`src/rtl/ps2_pkg.sv`:
```
// Shared types and constants for the PS/2 keyboard receiver.
package ps2_pkg;

  typedef enum logic [1:0] {
    IDLE   = 2'd0,
    DATA   = 2'd1,
    PARITY = 2'd2,
    STOP   = 2'd3
  } ps2_state_t;

  localparam logic [7:0] PS2_EXT   = 8'hE0;
  localparam logic [7:0] PS2_BRK   = 8'hF0;
  localparam logic [7:0] PS2_PAUSE = 8'hE1;

  localparam int KEY_TOG = 10;
  localparam int KEY_PRS = 9;
  localparam int KEY_EXT = 8;

  // Keyboard-to-host replies (ack, BAT, echo, resend, errors), not key codes.
  function automatic logic is_reply(input logic [7:0] b);
    return (b == 8'hFA) || (b == 8'hAA) || (b == 8'hEE) ||
           (b == 8'hFE) || (b == 8'h00) || (b == 8'hFF);
  endfunction

endpackage

```
`src/rtl/ps2_line_filter.sv`:
```
// Two-flop synchroniser plus glitch filter for one raw PS/2 line.
module ps2_line_filter #(
  parameter int FILTER_LEN = 8
) (
  input  logic clk_sys,
  input  logic RESET,
  input  logic line,
  output logic level
);

  localparam int CW = (FILTER_LEN < 2) ? 1 : $clog2(FILTER_LEN + 1);

  logic [1:0]    sync;
  logic [CW-1:0] cnt;

  // Idle PS/2 lines are pulled high, so reset to 1 to avoid a spurious edge.
  always_ff @(posedge clk_sys or posedge RESET) begin
    if (RESET) begin
      sync  <= 2'b11;
      level <= 1'b1;
      cnt   <= '0;
    end else begin
      sync <= {sync[0], line};
      if (sync[1] == level) begin
        cnt <= '0;
      end else if (cnt == CW'(FILTER_LEN - 1)) begin
        level <= sync[1];
        cnt   <= '0;
      end else begin
        cnt <= cnt + 1'b1;
      end
    end
  end

endmodule

```
`src/rtl/ps2_key_receiver.sv`:
```
// PS/2 frame receiver and make/break decoder producing the 11-bit ps2_key event word.
module ps2_key_receiver
  import ps2_pkg::*;
#(
  parameter int FILTER_LEN  = 8,
  parameter int TIMEOUT_CYC = 12000
) (
  input  logic        clk_sys,
  input  logic        RESET,
  input  logic        ps2_clk,
  input  logic        ps2_data,
  output logic [10:0] ps2_key,
  output logic        byte_stb,
  output logic        frame_err
);

  localparam int TW = $clog2(TIMEOUT_CYC + 1);

  logic          clk_lvl, data_lvl, clk_q, fall;
  ps2_state_t    state, state_nx;
  logic [2:0]    bit_cnt;
  logic [7:0]    shreg;
  logic          par_bit;
  logic [TW-1:0] tmo_cnt;
  logic          ext, brk;
  logic          shift_en, par_en, frame_done, start_err, tmo_hit;
  logic          frame_good, frame_bad, is_prefix, emit;

  ps2_line_filter #(.FILTER_LEN(FILTER_LEN)) u_clk_filt (
    .clk_sys (clk_sys),
    .RESET   (RESET),
    .line    (ps2_clk),
    .level   (clk_lvl)
  );

  ps2_line_filter #(.FILTER_LEN(FILTER_LEN)) u_data_filt (
    .clk_sys (clk_sys),
    .RESET   (RESET),
    .line    (ps2_data),
    .level   (data_lvl)
  );

  assign fall = clk_q & ~clk_lvl;

  always_ff @(posedge clk_sys or posedge RESET) begin
    if (RESET) state <= IDLE;
    else       state <= state_nx;
  end

  always_comb begin
    state_nx   = state;
    shift_en   = 1'b0;
    par_en     = 1'b0;
    frame_done = 1'b0;
    start_err  = 1'b0;
    // An edge in the same cycle as expiry keeps the frame alive.
    tmo_hit    = (state != IDLE) && !fall && (tmo_cnt == TW'(TIMEOUT_CYC));
    case (state)
      IDLE: if (fall) begin
        if (!data_lvl) state_nx = DATA;
        else           start_err = 1'b1;
      end
      DATA: if (fall) begin
        shift_en = 1'b1;
        if (bit_cnt == 3'd7) state_nx = PARITY;
      end
      PARITY: if (fall) begin
        par_en   = 1'b1;
        state_nx = STOP;
      end
      STOP: if (fall) begin
        frame_done = 1'b1;
        state_nx   = IDLE;
      end
      default: state_nx = IDLE;
    endcase
    if (tmo_hit) state_nx = IDLE;
  end

  assign frame_good = frame_done && (^{shreg, par_bit}) && data_lvl;
  assign frame_bad  = start_err || tmo_hit || (frame_done && !frame_good);
  assign is_prefix  = (shreg == PS2_EXT) || (shreg == PS2_BRK) || (shreg == PS2_PAUSE);
  assign emit       = frame_good && !is_prefix && !(is_reply(shreg) && !ext && !brk);

  always_ff @(posedge clk_sys or posedge RESET) begin
    if (RESET) begin
      clk_q     <= 1'b1;
      bit_cnt   <= '0;
      shreg     <= '0;
      par_bit   <= 1'b0;
      tmo_cnt   <= '0;
      ext       <= 1'b0;
      brk       <= 1'b0;
      ps2_key   <= '0;
      byte_stb  <= 1'b0;
      frame_err <= 1'b0;
    end else begin
      clk_q     <= clk_lvl;
      byte_stb  <= frame_good;
      frame_err <= frame_bad;

      if (state == IDLE)  bit_cnt <= '0;
      else if (shift_en)  bit_cnt <= bit_cnt + 3'd1;
      if (shift_en)       shreg   <= {data_lvl, shreg[7:1]};
      if (par_en)         par_bit <= data_lvl;

      if (state == IDLE || fall)             tmo_cnt <= '0;
      else if (tmo_cnt != TW'(TIMEOUT_CYC))  tmo_cnt <= tmo_cnt + 1'b1;

      if (frame_bad) begin
        ext <= 1'b0;
        brk <= 1'b0;
      end else if (frame_good) begin
        if (shreg == PS2_EXT) ext <= 1'b1;
        if (shreg == PS2_BRK) brk <= 1'b1;
        if (emit) begin
          ps2_key[KEY_TOG] <= ~ps2_key[KEY_TOG];
          ps2_key[KEY_PRS] <= ~brk;
          ps2_key[KEY_EXT] <= ext;
          ps2_key[7:0]     <= shreg;
          ext <= 1'b0;
          brk <= 1'b0;
        end
      end
    end
  end

endmodule
```
`config.mk`:
```
export PLATFORM = sky130hd
export DESIGN_NAME = ps2_key_receiver
export DESIGN_NICKNAME = d
export VERILOG_FILES = /design/src/rtl/ps2_pkg.sv /design/src/rtl/ps2_line_filter.sv /design/src/rtl/ps2_key_receiver.sv
export SDC_FILE = /design/constraint.sdc
export NUM_CORES = 1
export LEC_CHECK = 0
export CAP_MARGIN = 20
export CORE_UTILIZATION = 55
export CTS_CLUSTER_DIAMETER = 100
export CTS_CLUSTER_SIZE = 25
export DETAILED_ROUTE_END_ITERATION = 7
export GPL_TIMING_DRIVEN = 1
export PLACE_DENSITY = 0.75
export SETUP_SLACK_MARGIN = 0.2
export SYNTH_ARGS = -nofsm -noshare
export SYNTH_HDL_FRONTEND = slang
export SYNTH_SLANG_ARGS = --single-unit
```
`constraint.sdc`:
```
create_clock -name clk_sys -period 7.3 [get_ports clk_sys]
set_clock_uncertainty 0.15 [all_clocks]
set_input_delay 1.46 -clock clk_sys [delete_from_list [all_inputs] [get_ports clk_sys]]
set_output_delay 1.46 -clock clk_sys [all_outputs]
set_load 0.005 [all_outputs]
```
==> impl_metrics.py, run 1 <==
metrics = {
    "yosys": {
        "yosysSeqAreaShare": 0.526,
        "synth_ff_type": "dfrtp_1",
        "yosysMostFrequentCell": "dfrtp_1",
        "ys_async_sr_fraction": 1.00,
        "ys_top_cells_by_count": "51 x dfrtp_1, 26 x nor2_1, 16 x nand2_1",
        "synth_top_area_share": 0.460,
        "ys_seq_elements": 58,
        "yosysWarnings": 0,
        "synth_nets": 255,
        "synth-edff-count": 0,
        "synthTopCellsByArea": "dfrtp_1 46%, dfstp_2 6.6%, mux2_2 4.9%",
        "synth_largest_area_cell": "dfrtp_1",
        "netlist_area_sq_um": 2780,
        "yosys.cell_types.count": 39,
        "syn_avg_cell_area_sq_um": 11.5,
        "synth_cells": 241,
    },
    "die": {
        "boundaryPins": 17,
        "start_util": 0.580,
        "die_height_um": 73.1,
        "rows": 25,
        "die_area_sq_um": 5340,
        "core_sq_um": 4790,
        "chipWidth_um": 73.1,
    },
    "power_and_ir_drop": {
        "max-vdd-ir-drop_mv": 0.111,
        "p_leak_nw": 1.52,
        "powerDensity_nw_per_um2": 278,
        "power.total_uw": 874,
    },
    "timing": {
        "max_clock_freq_mhz": 356,
        "period_needed_ps": 2810,
        "rsz0062_at_grt": "no",
        "tightest_slew_ps": 689,
        "final_max_slew_viol_count": 0,
        "slew_headroom": 0.540,
        "hold_violations": 0,
        "period_share": 0.385,
        "setup_viol": 0,
        "final.setup.tns_ps": 0,
    },
    "setup_path": {
        "critPathLaunchType": "flop",
        "cp_max_fo": 2,
        "cp_num_buf_inv": 1,
        "slowest_delay_ps": 500,
        "worstSetupPathType": "flop to output pin",
        "worst_path_dominant_cell_family": "buffers and inverters",
        "critPathArrivalTime_ps": 1200,
        "end_kind": "output pin",
        "worstPathCellList": "clkdlybuf4s50_1",
        "cp.required_ps": 5690,
        "cp_slowest_cell": "clkdlybuf4s50_1",
    },
    "cts": {
        "cts_resized": 0,
        "clock_sinks": 58,
        "clk_latency_ps": 330,
        "cts_tree": "yes",
        "cts_root_buffer": "clkbuf_8",
        "h-tree-depth": 3,
        "cts_setup_buffers": 0,
        "cts_hold_buf": 0,
        "numCtsBuffers": 9,
        "cts.path.max_buffers": 2,
        "path_clk_slew_ps": 60,
    },
    "cells_and_area": {
        "area_delta_synth_final_pct": 13.1,
        "finalInstanceArea_sq_um": 3140,
        "finalNonFillerCells": 333,
        "diodes": 0,
        "drive_above_1_share": 0.184,
        "layout.nets": 275,
    },
    "global_route": {
        "overflow": 0,
        "grt_pass1_wl_mm": 7.28,
        "grt_pass1_vias": 1661,
        "grt_max_degree": 59,
        "antenna_found_initial": 0,
        "grt_usage": 0.186,
    },
    "place": {
        "dpl_cell_area_sq_um": 2970,
        "place.gp.congestion": 0.800,
        "dp.cells": 317,
        "hpwl_mm": 2.78,
        "port_buffers": 16,
    },
    "drt": {
        "drc": 0,
        "first_pass_iters": 4,
        "drt-initial-drc-count": 97,
        "vias": 1716,
        "wl_per_cell_um": 12.6,
        "viasPerCell": 5.15,
        "routed_wirelength_mm": 4.18,
        "antenna_left": 0,
    },
    "hold_path": {
        "hp-class": "flop to flop",
    },
    "job": {
        "drv_cap": 0,
    },
    "status": {
        "outcome": "finished, final reports clean",
    },
}
-- worst paths after layout --
check / end / cells past startpoint / slack, ps / startpoint
setup / recovery: ps2_key[10] / 1 / 4490 / ps2_key[10]$_DFFE_PP0P_
hold / removal: u_data_filt.sync[1]$_DFF_PP1_ / 0 / 200 / u_data_filt.sync[0]$_DFF_PP1_
setup reg to reg: ps2_key[3]$_DFFE_PP0P_ / 5 / 4690 / shreg[4]$_DFFE_PP0P_
hold reg to reg: u_data_filt.sync[1]$_DFF_PP1_ / 0 / 200 / u_data_filt.sync[0]$_DFF_PP1_
max in group asynchronous: u_data_filt.cnt[0]$_DFF_PP0_ / 3 / 5050 / RESET
min in group asynchronous: shreg[7]$_DFFE_PP0P_ / 3 / 1510 / RESET
-- placed cells by master (no fill, tap or decap), types with 3 or more instances in the layout --
master,synthesis,routed
clkinv_2,0,3
mux2_2,12,12
and3_1,7,7
nand2_1,16,16
nor2_1,26,26
mux2_4,8,8
o21ai_0,5,5
dfrtp_1,51,51
ha_1,10,10
nand3_1,14,14
nor2b_1,3,3
a21oi_1,6,6
xnor2_1,12,12
dfstp_2,7,7
inv_1,12,11
clkdlybuf4s50_1,0,16
xor2_1,9,9
nor3_1,9,9
clkbuf_8,0,11
-- where the power goes --
| group | switching [mW] | internal [mW] | leakage, nW |
|---|---|---|---|
| clock | 0.118 | 0.140 | 0.0932 |
| combinational | 0.117 | 0.0837 | 0.662 |
| sequential | 0.0432 | 0.373 | 0.769 |
-- per-stage QoR --
stage                     hold slack (ps)  setup slack (ps)   util
final                                 205              4490  0.656
after global routing                  209              4430  0.656
after CTS                             205              4470  0.656
after detailed placement              197              4620  0.620
after global placement                196              4650  0.620
after floorplan                       195              4270      -
-- cells by family after synthesis --
| kind of cell | count (synthesis) | share of synthesized area |
|---|---|---|
| xor+xnor | 24 | 0.0892 |
| fa+ha+maj | 10 | 0.0451 |
| flops | 58 | 0.526 |
| compound gates | 20 | 0.0446 |
| simple gates | 87 | 0.157 |
| mux | 22 | 0.0991 |
| buf+inv | 20 | 0.0388 |
-- layer usage --
layer / vias to the layer above / wire, um / global-route usage
met5: - / 0 / 0
met4: 0 / 55 / 0.0784
met3: 6 / 157 / 0.0704
met2: 31 / 1970 / 0.299
met1: 822 / 2000 / 0.225
li1: 857 / - / -
-- area by class of cell --
class                           count  area [sq um]
Sequential cell                    58          1460
Inverter                           12          45.0
Clock inverter                      3          15.0
Multi-Input combinational cell    163          1210
Timing Repair Buffer               17           168
Tap cell                           67          83.8
Clock buffer                       13           159
Fill cell                         383          1650
-- state kept, by name (all words and copies together), names as in the netlist --
register,cells
u_clk_filt.cnt,4
u_clk_filt.sync,2
bit_cnt,3
u_data_filt.level,1
ps2_key,11
brk,1
ext,1
byte_stb,1
tmo_cnt,14
shreg,8
u_data_filt.cnt,4
u_clk_filt.level,1
clk_q,1
u_data_filt.sync,2
frame_err,1
state,2
par_bit,1
Power figures use the tool's default switching activity.
==> run 2: changes to the inputs <==
- CORE_UTILIZATION: 55 -> 53
- clock period: 7.3 -> 2.5 ns (I/O delays scaled with it)
==> impl_metrics.py, run 2 (same netlist as run 1, synthesis figures left out) <==
metrics = {
    "status": {
        "outcome": "finished, final reports clean",
    },
    "drt": {
        "routed_wirelength_mm": 4.82,
        "antenna_left": 0,
        "vias": 1822,
        "viasPerCell": 5.25,
        "drt-initial-drc-count": 110,
        "drc": 0,
        "wl_per_cell_um": 13.9,
        "first_pass_iters": 5,
    },
    "place": {
        "port_buffers": 16,
        "place.gp.congestion": 0.779,
        "hpwl_mm": 3.18,
        "dpl_cell_area_sq_um": 3050,
    },
    "global_route": {
        "grt_pass1_vias": 1825,
        "grt_usage": 0.199,
        "antenna_found_initial": 0,
        "grt_pass1_wl_mm": 8.00,
        "overflow": 0,
        "grt_max_degree": 40,
    },
    "cells_and_area": {
        "largest_reg_flops": 14,
        "mostFrequentLayoutCells": "50 x dfrtp_1, 26 x nor2_1, 16 x nand2_1, 16 x clkdlybuf4s50_1, 14 x nand3_1",
        "finalInstanceArea_sq_um": 3370,
        "fin_util": 0.691,
        "layout.nets": 290,
        "reg_top3": "tmo_cnt x14, ps2_key x11, shreg x8",
        "final_common_cell": "dfrtp_1",
        "area_delta_synth_final_pct": 21.4,
        "drive_above_1_share": 0.250,
        "diodes": 0,
        "regMostFlops": "tmo_cnt",
    },
    "setup_path": {
        "cp_max_fo": 5,
        "slowest_delay_ps": 540,
        "cp_slowest_cell": "or4_4",
        "worstSetupPathType": "flop to flop",
        "critPathArrivalTime_ps": 2340,
        "cp.required_ps": 2570,
        "end_kind": "flop",
        "worstPathCellList": "nand4bb_1, or4_4, o31a_1, nand4_4, buf_12, mux2_2",
        "critPathLaunchType": "flop",
    },
    "cts": {
        "clk_latency_ps": 330,
        "path_clk_slew_ps": 60,
        "cts_tree": "yes",
        "h-tree-depth": 3,
        "cts.path.max_buffers": 2,
        "cts_root_buffer": "clkbuf_8",
        "clock_sinks": 58,
        "numCtsBuffers": 9,
    },
    "die": {
        "die_height_um": 74.4,
        "start_util": 0.569,
        "core_sq_um": 4880,
        "boundaryPins": 17,
        "chipWidth_um": 74.4,
        "die_area_sq_um": 5530,
        "rows": 25,
    },
    "timing": {
        "max_clock_freq_mhz": 439,
        "final.setup.tns_ps": 0,
        "rsz0062_at_grt": "yes",
        "hold_violations": 0,
        "final_max_slew_viol_count": 0,
        "tightest_slew_ps": 518,
        "period_share": 0.911,
        "period_needed_ps": 2280,
        "setup_viol": 0,
        "slew_headroom": 0.652,
    },
    "power_and_ir_drop": {
        "power.total_mw": 2.78,
        "p_leak_nw": 1.62,
        "powerDensity_nw_per_um2": 826,
        "max-vdd-ir-drop_mv": 0.576,
    },
    "job": {
        "drv_cap": 0,
    },
    "hold_path": {
        "hp-class": "flop to flop",
    },
}
run 2: what timing repair did:
action | CTS | global route
setup endpoints to repair | 1 | 11
hold buffers | 0 | 0
buffers inserted | 4 | 2
pin swaps | 1 | 4
resized for setup | 0 | 9
cloned | 0 | 1
run 2: final timing paths:
| kind | endpoint | slack, ps | cells past startpoint | startpoint |
|---|---|---|---|---|
| worst max-delay path | ps2_key[8]$_DFFE_PP0P_ | 220 | 6 | tmo_cnt[4]$_DFFE_PP0N_ |
| worst min-delay path | u_data_filt.sync[1]$_DFF_PP1_ | 210 | 0 | u_data_filt.sync[0]$_DFF_PP1_ |
| worst max register to register | ps2_key[8]$_DFFE_PP0P_ | 220 | 6 | tmo_cnt[4]$_DFFE_PP0N_ |
| worst min register to register | u_data_filt.sync[1]$_DFF_PP1_ | 210 | 0 | u_data_filt.sync[0]$_DFF_PP1_ |
| max in group asynchronous | clk_q$_DFF_PP1_ | 1270 | 3 | RESET |
| min in group asynchronous | u_data_filt.cnt[1]$_DFF_PP0_ | 330 | 2 | RESET |
run 2: layout make-up:
class / count / area, sq um
fillers: 375 / 1510
flip-flops and latches: 58 / 1460
multi-input cells: 163 / 1250
repair buffers: 32 / 323
clock buffers: 13 / 169
well taps: 67 / 83.8
inverters: 12 / 45.0
clock inverters: 2 / 35.0
run 2: critical path, delay by kind of cell, from the launching register on:
kind / cells / cell delay, ps
simple gates: 3 / 860
flops: 1 / 390
mux: 1 / 320
compound gates: 1 / 310
buf+inv: 1 / 130
run 2: stage by stage:
stage	cells	hold slack (ps)	setup WS, ps
after CTS	344	208	196
after global routing	347	212	165
after floorplan	241	195	215
after detailed placement	325	199	198
final	347	206	222
after global placement	325	196	254
run 2: power breakdown:
part	internal, mW	switching (mW)	total (mW)
Clock	0.535	0.338	0.873
Combinational	0.313	0.402	0.715
Sequential	1.09	0.108	1.20
run 2: layer usage:
layer  routed length (um)  share of wire  global-route usage
met1                 2200           0.46               0.227
met2                 2340           0.48               0.327
met3                  207          0.043              0.0799
met4                   77          0.016              0.0901
met5                    0              0                   0
==> run 3: changes to the inputs <==
- CORE_UTILIZATION: 53 -> 30
- PLACE_DENSITY: 0.75 -> not set
- clock period: 2.5 -> 2.4 ns (I/O delays scaled with it)
==> impl_metrics.py, run 3 (same netlist as run 1, synthesis figures left out) <==
metrics = {
    "drt": {
        "vias": 1859,
        "wl_met1_mm": 2.30,
        "top_layer_used": "met4",
        "wl_per_cell_um": 12.5,
        "viasPerCell": 4.68,
        "drc": 3,
        "drt-initial-drc-count": 66,
        "met3WireLength_um": 190,
        "antenna_left": 0,
        "routed-wl-met2_mm": 2.35,
        "first_pass_iters": 8,
        "routed_wirelength_mm": 4.94,
    },
    "timing": {
        "final.setup.tns_ps": 0,
        "setup_viol": 0,
        "slew_headroom": 0.630,
        "tightest_slew_ps": 551,
        "period_needed_ps": 2240,
        "hold_violations": 0,
        "holdWs_ps": 205,
        "period_share": 0.935,
        "rsz0062_at_grt": "yes",
        "final_max_slew_viol_count": 0,
        "max_clock_freq_mhz": 446,
    },
    "setup_path": {
        "cp_max_fo": 6,
        "crit_path_end": "ps2_key[8]$_DFFE_PP0P_",
        "cp_slowest_cell": "or4_4",
        "critPathLaunchType": "flop",
        "worstPathCellList": "nand4bb_1, or4_4, o31a_1, nand4_4, buf_12, mux2_2",
        "slowest_delay_ps": 500,
        "critPathArrivalTime_ps": 2320,
        "critPathLaunch": "tmo_cnt[8]$_DFFE_PP0N_",
        "r2r-start": "tmo_cnt[8]$_DFFE_PP0N_",
        "r2r_slack_ps": 160,
        "timing.rr.end": "ps2_key[8]$_DFFE_PP0P_",
        "end_kind": "flop",
        "ff2ff_path_depth": 6,
        "cp.required_ps": 2480,
        "worstSetupPathType": "flop to flop",
    },
    "global_route": {
        "antenna_found_initial": 0,
        "grt_max_degree": 59,
        "overflow": 0,
        "grt_pass1_vias": 1909,
        "grt_pass1_wl_mm": 8.67,
        "grt_usage": 0.116,
    },
    "die": {
        "core_sq_um": 8850,
        "die_area_sq_um": 9640,
        "boundaryPins": 17,
        "rows": 34,
        "die_height_um": 98.2,
        "start_util": 0.314,
        "chipWidth_um": 98.2,
    },
    "cts": {
        "h-tree-depth": 3,
        "cts_tree": "yes",
        "cts_hold_buf": 0,
        "cts_root_buffer": "clkbuf_8",
        "clk_latency_ps": 340,
        "cts.path.max_buffers": 2,
        "clock_sinks": 58,
        "numCtsBuffers": 9,
        "path_clk_slew_ps": 60,
    },
    "cells_and_area": {
        "layout.nets": 298,
        "diodes": 0,
        "final_common_cell": "dfrtp_1",
        "fin_util": 0.389,
        "mostFrequentLayoutCells": "51 x dfrtp_1, 26 x nor2_1, 21 x buf_4",
        "largest_reg_flops": 14,
        "regMostFlops": "tmo_cnt",
        "fillers": 866,
        "reg_top3": "tmo_cnt x14, ps2_key x11, shreg x8",
        "area_delta_synth_final_pct": 24.1,
        "drive_above_1_share": 0.260,
    },
    "power_and_ir_drop": {
        "max-vdd-ir-drop_mv": 0.324,
        "p_leak_nw": 1.66,
        "powerDensity_nw_per_um2": 822,
        "power.total_mw": 2.83,
    },
    "place": {
        "hpwl_mm": 3.32,
        "port_buffers": 16,
        "place.gp.congestion": 0.741,
    },
    "job": {
        "drv_cap": 0,
    },
    "status": {
        "violations": "DRC",
        "outcome": "finished, violations left",
    },
    "hold_path": {
        "hp-class": "flop to flop",
    },
}
## run 3: cell types whose count changed in the layout (fill, tap and decap cells not counted), sizes merged
cell,change
buf,+8
bufinv,-1
clkbuf,+1
clkinv,+1
## run 3: critical path: cells and delay by family (launching register included)
kind | cells | cell delay, ps
AOI/OAI and AO/OA | 1 | 300
buffers and inverters | 1 | 130
DFF | 1 | 380
muxes | 1 | 320
and+or+nand+nor | 3 | 840
## run 3: how the worst min path moves through the flow
stage	from	endpoint	slack, ps	depth (start not counted)
detailed placement	u_data_filt.sync[0]$_DFF_PP1_	u_data_filt.sync[1]$_DFF_PP1_	200	0
finish	u_data_filt.sync[0]$_DFF_PP1_	u_data_filt.sync[1]$_DFF_PP1_	210	0
global placement	u_data_filt.sync[0]$_DFF_PP1_	u_data_filt.sync[1]$_DFF_PP1_	200	0
floorplan	u_clk_filt.sync[0]$_DFF_PP1_	u_clk_filt.sync[1]$_DFF_PP1_	200	0
global route	u_data_filt.sync[0]$_DFF_PP1_	u_data_filt.sync[1]$_DFF_PP1_	210	0
CTS	u_data_filt.sync[0]$_DFF_PP1_	u_data_filt.sync[1]$_DFF_PP1_	210	0
## run 3: routing by layer
| layer | vias to the layer above | track usage |
|---|---|---|
| met3 | 11 | 0.0387 |
| met2 | 28 | 0.191 |
| met4 | 0 | 0.0620 |
| li1 | 904 | - |
| met5 | - | 0 |
| met1 | 916 | 0.133 |
## run 3: final cells by class
cell class | count | area, sq um | area share
Sequential cell | 58 | 1460 | 0.424
Multi-Input combinational cell | 163 | 1240 | 0.360
Timing Repair Buffer | 40 | 383 | 0.111
Clock buffer | 14 | 173 | 0.0501
Tap cell | 108 | 135 | 0.0392
Inverter | 12 | 45.0 | 0.0131
Clock inverter | 2 | 10.0 | 0.00290
## run 3: what timing repair did
action	in CTS	in global routing
gates cloned	0	1
setup endpoints to repair	9	9
setup buffers	1	6
resized for setup	1	4
pin swaps	0	2
## run 3: metrics by stage
step,instance area (sq um),setup WS (ps),instances
global placement,3150,159,373
global route,3450,84.1,397
CTS,3350,126,390
detailed placement,3150,128,373
finish,3450,156,397
floorplan,2780,115,241
## run 3: report_power, final
part,leakage [nW],switching (mW),total (mW),internal (mW)
Combinational,0.792,0.430,0.792,0.362
Sequential,0.769,0.0915,1.22,1.13
Clock,0.0965,0.359,0.815,0.456
Total,1.66,0.880,2.83,1.95
